File: src/rtl/vm_pkg.sv
// Shared coin codes, coin values and dispenser state encoding.
// Used by the vending machine, the board coin encoder and the change return path.
package vm_pkg;

  localparam logic [1:0] COIN_NONE = 2'b00;
  localparam logic [1:0] COIN_5    = 2'b01;
  localparam logic [1:0] COIN_10   = 2'b10;
  localparam logic [1:0] COIN_20   = 2'b11;

  localparam logic [5:0] VAL_5  = 6'd5;
  localparam logic [5:0] VAL_10 = 6'd10;
  localparam logic [5:0] VAL_20 = 6'd20;

  typedef enum logic [2:0] {
    ST_IDLE,
    ST_SELECT,
    ST_PULSE,
    ST_GAP,
    ST_DONE
  } disp_state_t;

  function automatic logic [5:0] coin_value(input logic [1:0] code);
    logic [5:0] v;
    unique case (code)
      COIN_5:  v = VAL_5;
      COIN_10: v = VAL_10;
      COIN_20: v = VAL_20;
      default: v = 6'd0;
    endcase
    return v;
  endfunction

endpackage

File: src/rtl/coin_pulse_timer.sv
// Loadable down-counter timing both the eject pulse and the inter-coin gap.
// Expire is high whenever the count has reached zero.
module coin_pulse_timer #(
  parameter int W = 2
) (
  input  logic         i_clk,
  input  logic         i_reset,
  input  logic         i_load,
  input  logic [W-1:0] i_load_val,
  input  logic         i_count,
  output logic         o_expire
);

  logic [W-1:0] r_cnt;

  always_ff @(posedge i_clk or posedge i_reset) begin
    if (i_reset) begin
      r_cnt <= '0;
    end else if (i_load) begin
      r_cnt <= i_load_val;
    end else if (i_count && (r_cnt != '0)) begin
      r_cnt <= r_cnt - 1'b1;
    end
  end

  assign o_expire = (r_cnt == '0);

endmodule

File: src/rtl/change_dispenser.sv
// Change return path: pays a change amount as a timed greedy sequence of coins
// while tracking per-denomination inventory and reporting any shortfall.
module change_dispenser
  import vm_pkg::*;
#(
  parameter int PULSE_CYCLES = 1,
  parameter int GAP_CYCLES   = 1,
  parameter int CNT_W        = 4,
  parameter int INIT_20      = 8,
  parameter int INIT_10      = 8,
  parameter int INIT_5       = 8
) (
  input  logic             i_clk,
  input  logic             i_reset,
  input  logic             i_start,
  input  logic [5:0]       i_change,
  input  logic             i_refill,
  output logic [1:0]       o_coin_out,
  output logic             o_eject,
  output logic             o_busy,
  output logic             o_done,
  output logic             o_short,
  output logic [5:0]       o_remaining,
  output logic [CNT_W-1:0] o_inv_20,
  output logic [CNT_W-1:0] o_inv_10,
  output logic [CNT_W-1:0] o_inv_5
);

  localparam int MAXC = (PULSE_CYCLES > GAP_CYCLES) ?
                        PULSE_CYCLES : GAP_CYCLES;
  localparam int TW = $clog2(MAXC) + 1;
  localparam logic [TW-1:0] PULSE_LD = TW'(PULSE_CYCLES - 1);
  localparam logic [TW-1:0] GAP_LD   = TW'(GAP_CYCLES - 1);

  disp_state_t r_state;
  disp_state_t w_next;

  logic [5:0]       r_rem;
  logic [1:0]       r_coin;
  logic             r_short;
  logic [5:0]       r_remaining;
  logic [CNT_W-1:0] r_inv_20;
  logic [CNT_W-1:0] r_inv_10;
  logic [CNT_W-1:0] r_inv_5;

  logic [1:0]    w_sel;
  logic          w_accept;
  logic          w_take;
  logic          w_finish;
  logic          w_tload;
  logic [TW-1:0] w_tval;
  logic          w_tcount;
  logic          w_expire;
  logic          w_refill;

  coin_pulse_timer #(
    .W(TW)
  ) u_timer (
    .i_clk      (i_clk),
    .i_reset    (i_reset),
    .i_load     (w_tload),
    .i_load_val (w_tval),
    .i_count    (w_tcount),
    .o_expire   (w_expire)
  );

  // Greedy pick: largest coin that fits and is still in stock.
  always_comb begin
    w_sel = COIN_NONE;
    if ((r_rem >= VAL_20) && (r_inv_20 != '0)) begin
      w_sel = COIN_20;
    end else if ((r_rem >= VAL_10) && (r_inv_10 != '0)) begin
      w_sel = COIN_10;
    end else if ((r_rem >= VAL_5) && (r_inv_5 != '0)) begin
      w_sel = COIN_5;
    end
  end

  always_ff @(posedge i_clk or posedge i_reset) begin
    if (i_reset) begin
      r_state <= ST_IDLE;
    end else begin
      r_state <= w_next;
    end
  end

  always_comb begin
    w_next   = r_state;
    w_accept = 1'b0;
    w_take   = 1'b0;
    w_finish = 1'b0;
    w_tload  = 1'b0;
    w_tval   = PULSE_LD;
    w_tcount = 1'b0;
    unique case (r_state)
      ST_IDLE: begin
        if (i_start && !i_refill) begin
          w_accept = 1'b1;
          w_next   = ST_SELECT;
        end
      end
      ST_SELECT: begin
        if (w_sel != COIN_NONE) begin
          w_take  = 1'b1;
          w_tload = 1'b1;
          w_tval  = PULSE_LD;
          w_next  = ST_PULSE;
        end else begin
          w_finish = 1'b1;
          w_next   = ST_DONE;
        end
      end
      ST_PULSE: begin
        if (w_expire) begin
          w_tload = 1'b1;
          w_tval  = GAP_LD;
          w_next  = ST_GAP;
        end else begin
          w_tcount = 1'b1;
        end
      end
      ST_GAP: begin
        if (w_expire) begin
          w_next = ST_SELECT;
        end else begin
          w_tcount = 1'b1;
        end
      end
      ST_DONE: w_next = ST_IDLE;
      default: w_next = ST_IDLE;
    endcase
  end

  always_ff @(posedge i_clk or posedge i_reset) begin
    if (i_reset) begin
      r_rem       <= '0;
      r_coin      <= COIN_NONE;
      r_short     <= 1'b0;
      r_remaining <= '0;
    end else begin
      if (w_accept) begin
        r_rem       <= i_change;
        r_short     <= 1'b0;
        r_remaining <= '0;
      end
      if (w_take) begin
        r_rem  <= r_rem - coin_value(w_sel);
        r_coin <= w_sel;
      end
      if (w_finish) begin
        r_short     <= (r_rem != '0);
        r_remaining <= r_rem;
      end
    end
  end

  assign w_refill = (r_state == ST_IDLE) && i_refill;

  // Only a successful pick decrements, so counts never pass below zero.
  always_ff @(posedge i_clk or posedge i_reset) begin
    if (i_reset) begin
      r_inv_20 <= CNT_W'(INIT_20);
      r_inv_10 <= CNT_W'(INIT_10);
      r_inv_5  <= CNT_W'(INIT_5);
    end else if (w_refill) begin
      r_inv_20 <= CNT_W'(INIT_20);
      r_inv_10 <= CNT_W'(INIT_10);
      r_inv_5  <= CNT_W'(INIT_5);
    end else if (w_take) begin
      unique case (w_sel)
        COIN_20: r_inv_20 <= r_inv_20 - 1'b1;
        COIN_10: r_inv_10 <= r_inv_10 - 1'b1;
        COIN_5:  r_inv_5  <= r_inv_5 - 1'b1;
        default: ;
      endcase
    end
  end

  assign o_busy      = (r_state != ST_IDLE);
  assign o_eject     = (r_state == ST_PULSE);
  assign o_coin_out  = o_eject ? r_coin : COIN_NONE;
  assign o_done      = (r_state == ST_DONE);
  assign o_short     = r_short;
  assign o_remaining = r_remaining;
  assign o_inv_20    = r_inv_20;
  assign o_inv_10    = r_inv_10;
  assign o_inv_5     = r_inv_5;

endmodule

File: config.mk
export PLATFORM = sky130hd
export DESIGN_NAME = change_dispenser
export DESIGN_NICKNAME = d
export VERILOG_FILES = /design/src/rtl/vm_pkg.sv /design/src/rtl/coin_pulse_timer.sv /design/src/rtl/change_dispenser.sv
export SDC_FILE = /design/constraint.sdc
export NUM_CORES = 1
export LEC_CHECK = 0
export CAP_MARGIN = 15
export CORE_UTILIZATION = 50
export CTS_CLUSTER_DIAMETER = 50
export DETAILED_ROUTE_END_ITERATION = 16
export HOLD_SLACK_MARGIN = 0.05
export PLACE_DENSITY_LB_ADDON = 0.12
export SLEW_MARGIN = 0
export SYNTH_ARGS = -nofsm -noshare
export SYNTH_HDL_FRONTEND = slang
export SYNTH_SLANG_ARGS = --single-unit
File: constraint.sdc
create_clock -name i_clk -period 6.7 [get_ports i_clk]
set_input_delay 0.67 -clock i_clk [delete_from_list [all_inputs] [get_ports i_clk]]
set_output_delay 0.67 -clock i_clk [all_outputs]
set_load 0.01 [all_outputs]
==> reports/results.txt <==
Outcome: finished clean
Post-route setup TNS: 0 ns
Port Buffer Count: 33
Main area contributors after synthesis: dfrtp_1 39%, ha_1 5.5%, nand2_1 5.2%
Total leakage power: 0.9667 nW
Max Slew Vio Count: 0
Hold path cells: 1
Crit-path slowest cell: or4b_1
Mapped cell area: 0.001810 mm²
Hold path start: u_timer.r_cnt
Root Driver: clkbuf_4
Yosys top cell area share: 38.70%
Post-route clock period utilization: 43.47%
Routed WL: 3.776 mm
Worst r2r src: o_inv_10[0]
Ant. Diodes: 0
Starting DRT DRC Count: 74
Antenna Violating Nets Remaining: 0
Max VDD drop: 0.2692 mV
CP delay by family, top: simple AND/OR/NAND/NOR gates
Core area: 0.003390 mm²
Slew margin rel.: 54.04%
Top post-synthesis cells by count: 28 x dfrtp_1, 25 x nand2_1, 15 x inv_1, 15 x o21ai_0, 14 x nor2_1
Core Util, Final: 65.63%
Vias in the first global route: 1,545
Startpoint type of the worst setup path: flip-flop
Synthesized flop and latch total: 31
Die extent in y: 62.18 µm
Warnings, synthesis: 0
Number of fill cells: 303
Post-synth EDFFs: 0
Largest net degree at the start of global routing: 32
Worst Path Buf+Inv: 1
Yosys cell types: 43
H-tree depth: 2
Worst Path Max Fanout: 7
Grt total ovfl: 0
Initial antenna violation count: 0
Nets: 247
Worst-margin pin slew: 0.6843 ns
WP data arrival: 3.17 ns
Reg2Reg Depth: 11
WHS Endpoint: u_timer.r_cnt
Critical path's largest stage delay: 0.46 ns
Post-route DRC: 0
Unrepaired setup endpoints after global routing: no
Most frequent cell after synthesis: dfrtp_1
Maximum root-to-sink buffer count: 2
FP Rows: 21
Crit Path Class: flip-flop to flip-flop
Clock slew at reported path FFs: 0.09 ns
Die ar.: 0.003866 mm²
Hold_buf cts: 0
Syn nets: 211
Number of max-cap violations: 0
Post-synthesis to final-layout area growth: 22.87%
Clock sinks: 31
Vias: 1,500
Endpoint type of the worst setup path: flip-flop
CTS buffer count: 5
R2R Setup Slk: 3.79 ns
Gr usage total: 22.32%
TritonCTS clock tree: done
Worst-skew pair later-pin latency: 0.32 ns
Top Ports: 34
Synth Area per Inst: 9.430 µm²
Setup-failing EPs final: 0
Share of synthesized flip-flops with an asynchronous set or reset: 100.0%
Setup Buffers After CTS: 0
Cell taking the most area after synthesis: dfrtp_1
Post-CTS resize count: 0
GP Congestion: 0.8484
Detailed Place HPWL: 2.899 mm
Max Freq: 343.3 MHz
WL/cell: 13.73 µm
Period minus WS final: 2.913 ns
Min-Delay Path Class: flip-flop to flip-flop
Register area share after synthesis: 43.05%
Synth Flop Type: dfrtp_1
Crit-path cells: inv_1 -> ha_1 -> nor3b_1 -> a21oi_2 -> nand2_1 -> ha_1 -> nor2b_1 -> o31a_1 -> o21ai_0 -> or4b_1 -> nand3_1
Post-DR vias/cell: 5.455
Mapped Cells: 192
Worst EP required: 6.96 ns
Drt first pass iters: 4
FF-to-FF End: r_rem[5]
Fraction of layout cells with a size suffix above 1: 8.734%
Die width: 62.18 µm
Worst path most repeated cell: ha_1
Initial Util: 53.41%
Fin Clk Skew: 0.007337 ns
Global-route wire length before repair: 6.851 mm
Pwr per Cell Area: 494.0 mW/mm²
Final Hold Vio Count: 0
[report_power, final]
group / switching [W] / total [W] / internal (W)
Sequential: 0.0000817 / 0.000343 / 0.000261
Clock: 0.0000570 / 0.0000987 / 0.0000417
Combinational: 0.000354 / 0.000657 / 0.000303
[state kept, by name, indices dropped and copies added, names as in the netlist]
name	count
r_state	3
r_coin	2
o_inv_10	4
r_rem	6
o_inv_20	4
o_inv_5	4
o_remaining	6
o_short	1
u_timer.r_cnt	1
[logic make-up after synthesis]
| kind of cell | synth area share [%] |
|---|---|
| XOR/XNOR | 4.837 |
| flip-flops | 43.05 |
| AND/OR/NAND/NOR | 22.46 |
| buffers and inverters | 4.975 |
| adder cells (fa/ha/maj) | 6.635 |
| multiplexers | 2.212 |
| AO/OA/AOI/OAI | 15.83 |
[worst max path at each step]
stage / depth (start not counted) / end / slack [ns] / startpoint
4_1_cts: 11 / r_rem[5] / 3.78 / o_inv_10[0]
6_report: 11 / r_rem[5] / 3.79 / o_inv_10[0]
5_1_grt: 11 / r_rem[5] / 3.54 / o_inv_10[0]
3_3_place_gp: 11 / r_rem[5] / 3.97 / o_inv_10[0]
2_1_floorplan: 11 / r_rem[5] / 4.01 / o_inv_10[0]
3_5_place_dp: 11 / r_rem[5] / 3.80 / o_inv_10[0]
[through the flow]
step / power (W) / setup slack [ns] / instances / hold slack, ns / cell area, µm²
finish: 0.001099 / 3.788 / 275 / 0.5109 / 2225
global route: 0.001211 / 3.543 / 275 / 0.5512 / 2225
CTS: 0.001111 / 3.777 / 275 / 0.5208 / 2225
detailed placement: 0.001005 / 3.797 / 267 / 0.4941 / 2176
global placement: 0.0009764 / 3.965 / 267 / 0.4998 / 2176
floorplan: 0.0008004 / 4.007 / 192 / 0.4766 / 1810
[final cells by class]
cell class / instances / area (µm²) / area share [%]
inverters: 16 / 60.06 / 2.700
well taps: 46 / 57.56 / 2.587
clock buffers: 8 / 48.80 / 2.193
repair buffers: 34 / 337.8 / 15.19
multi-input cells: 140 / 940.9 / 42.29
flip-flops and latches: 31 / 779.5 / 35.04
[routing by layer]
| layer | global-route usage, % | part of all wire [%] | routed length [µm] |
|---|---|---|---|
| met1 | 28.06 | 46 | 1728 |
| met2 | 38.32 | 50 | 1894 |
| met3 | 4.779 | 3.1 | 117 |
| met4 | 6.977 | 0.95 | 36 |
| met5 | 0 | 0 | 0 |
[cell usage in the layout (no fill, tap or decap), drive strengths merged]
cell type and n:
a211o 1, a211oi 1, a21boi 1, a21o 3, a21oi 12, a221o 1
a22oi 1, a31oi 1, and2 2, and3 3, buf 1, clkbuf 8
clkdlybuf4s50 33, dfrtp 28, dfstp 3, fa 1, ha 8, inv 16
mux2i 4, nand2 25, nand2b 1, nand3 8, nand4 4, nor2 14
nor2b 2, nor3 6, nor3b 3, nor4 3, o211ai 1, o21a 1
o21ai 17, o31a 1, o31ai 1, or2 2, or3b 1, or4b 1
xnor2 4, xor2 6
No activity file was read; power rests on OpenSTA's default activity.
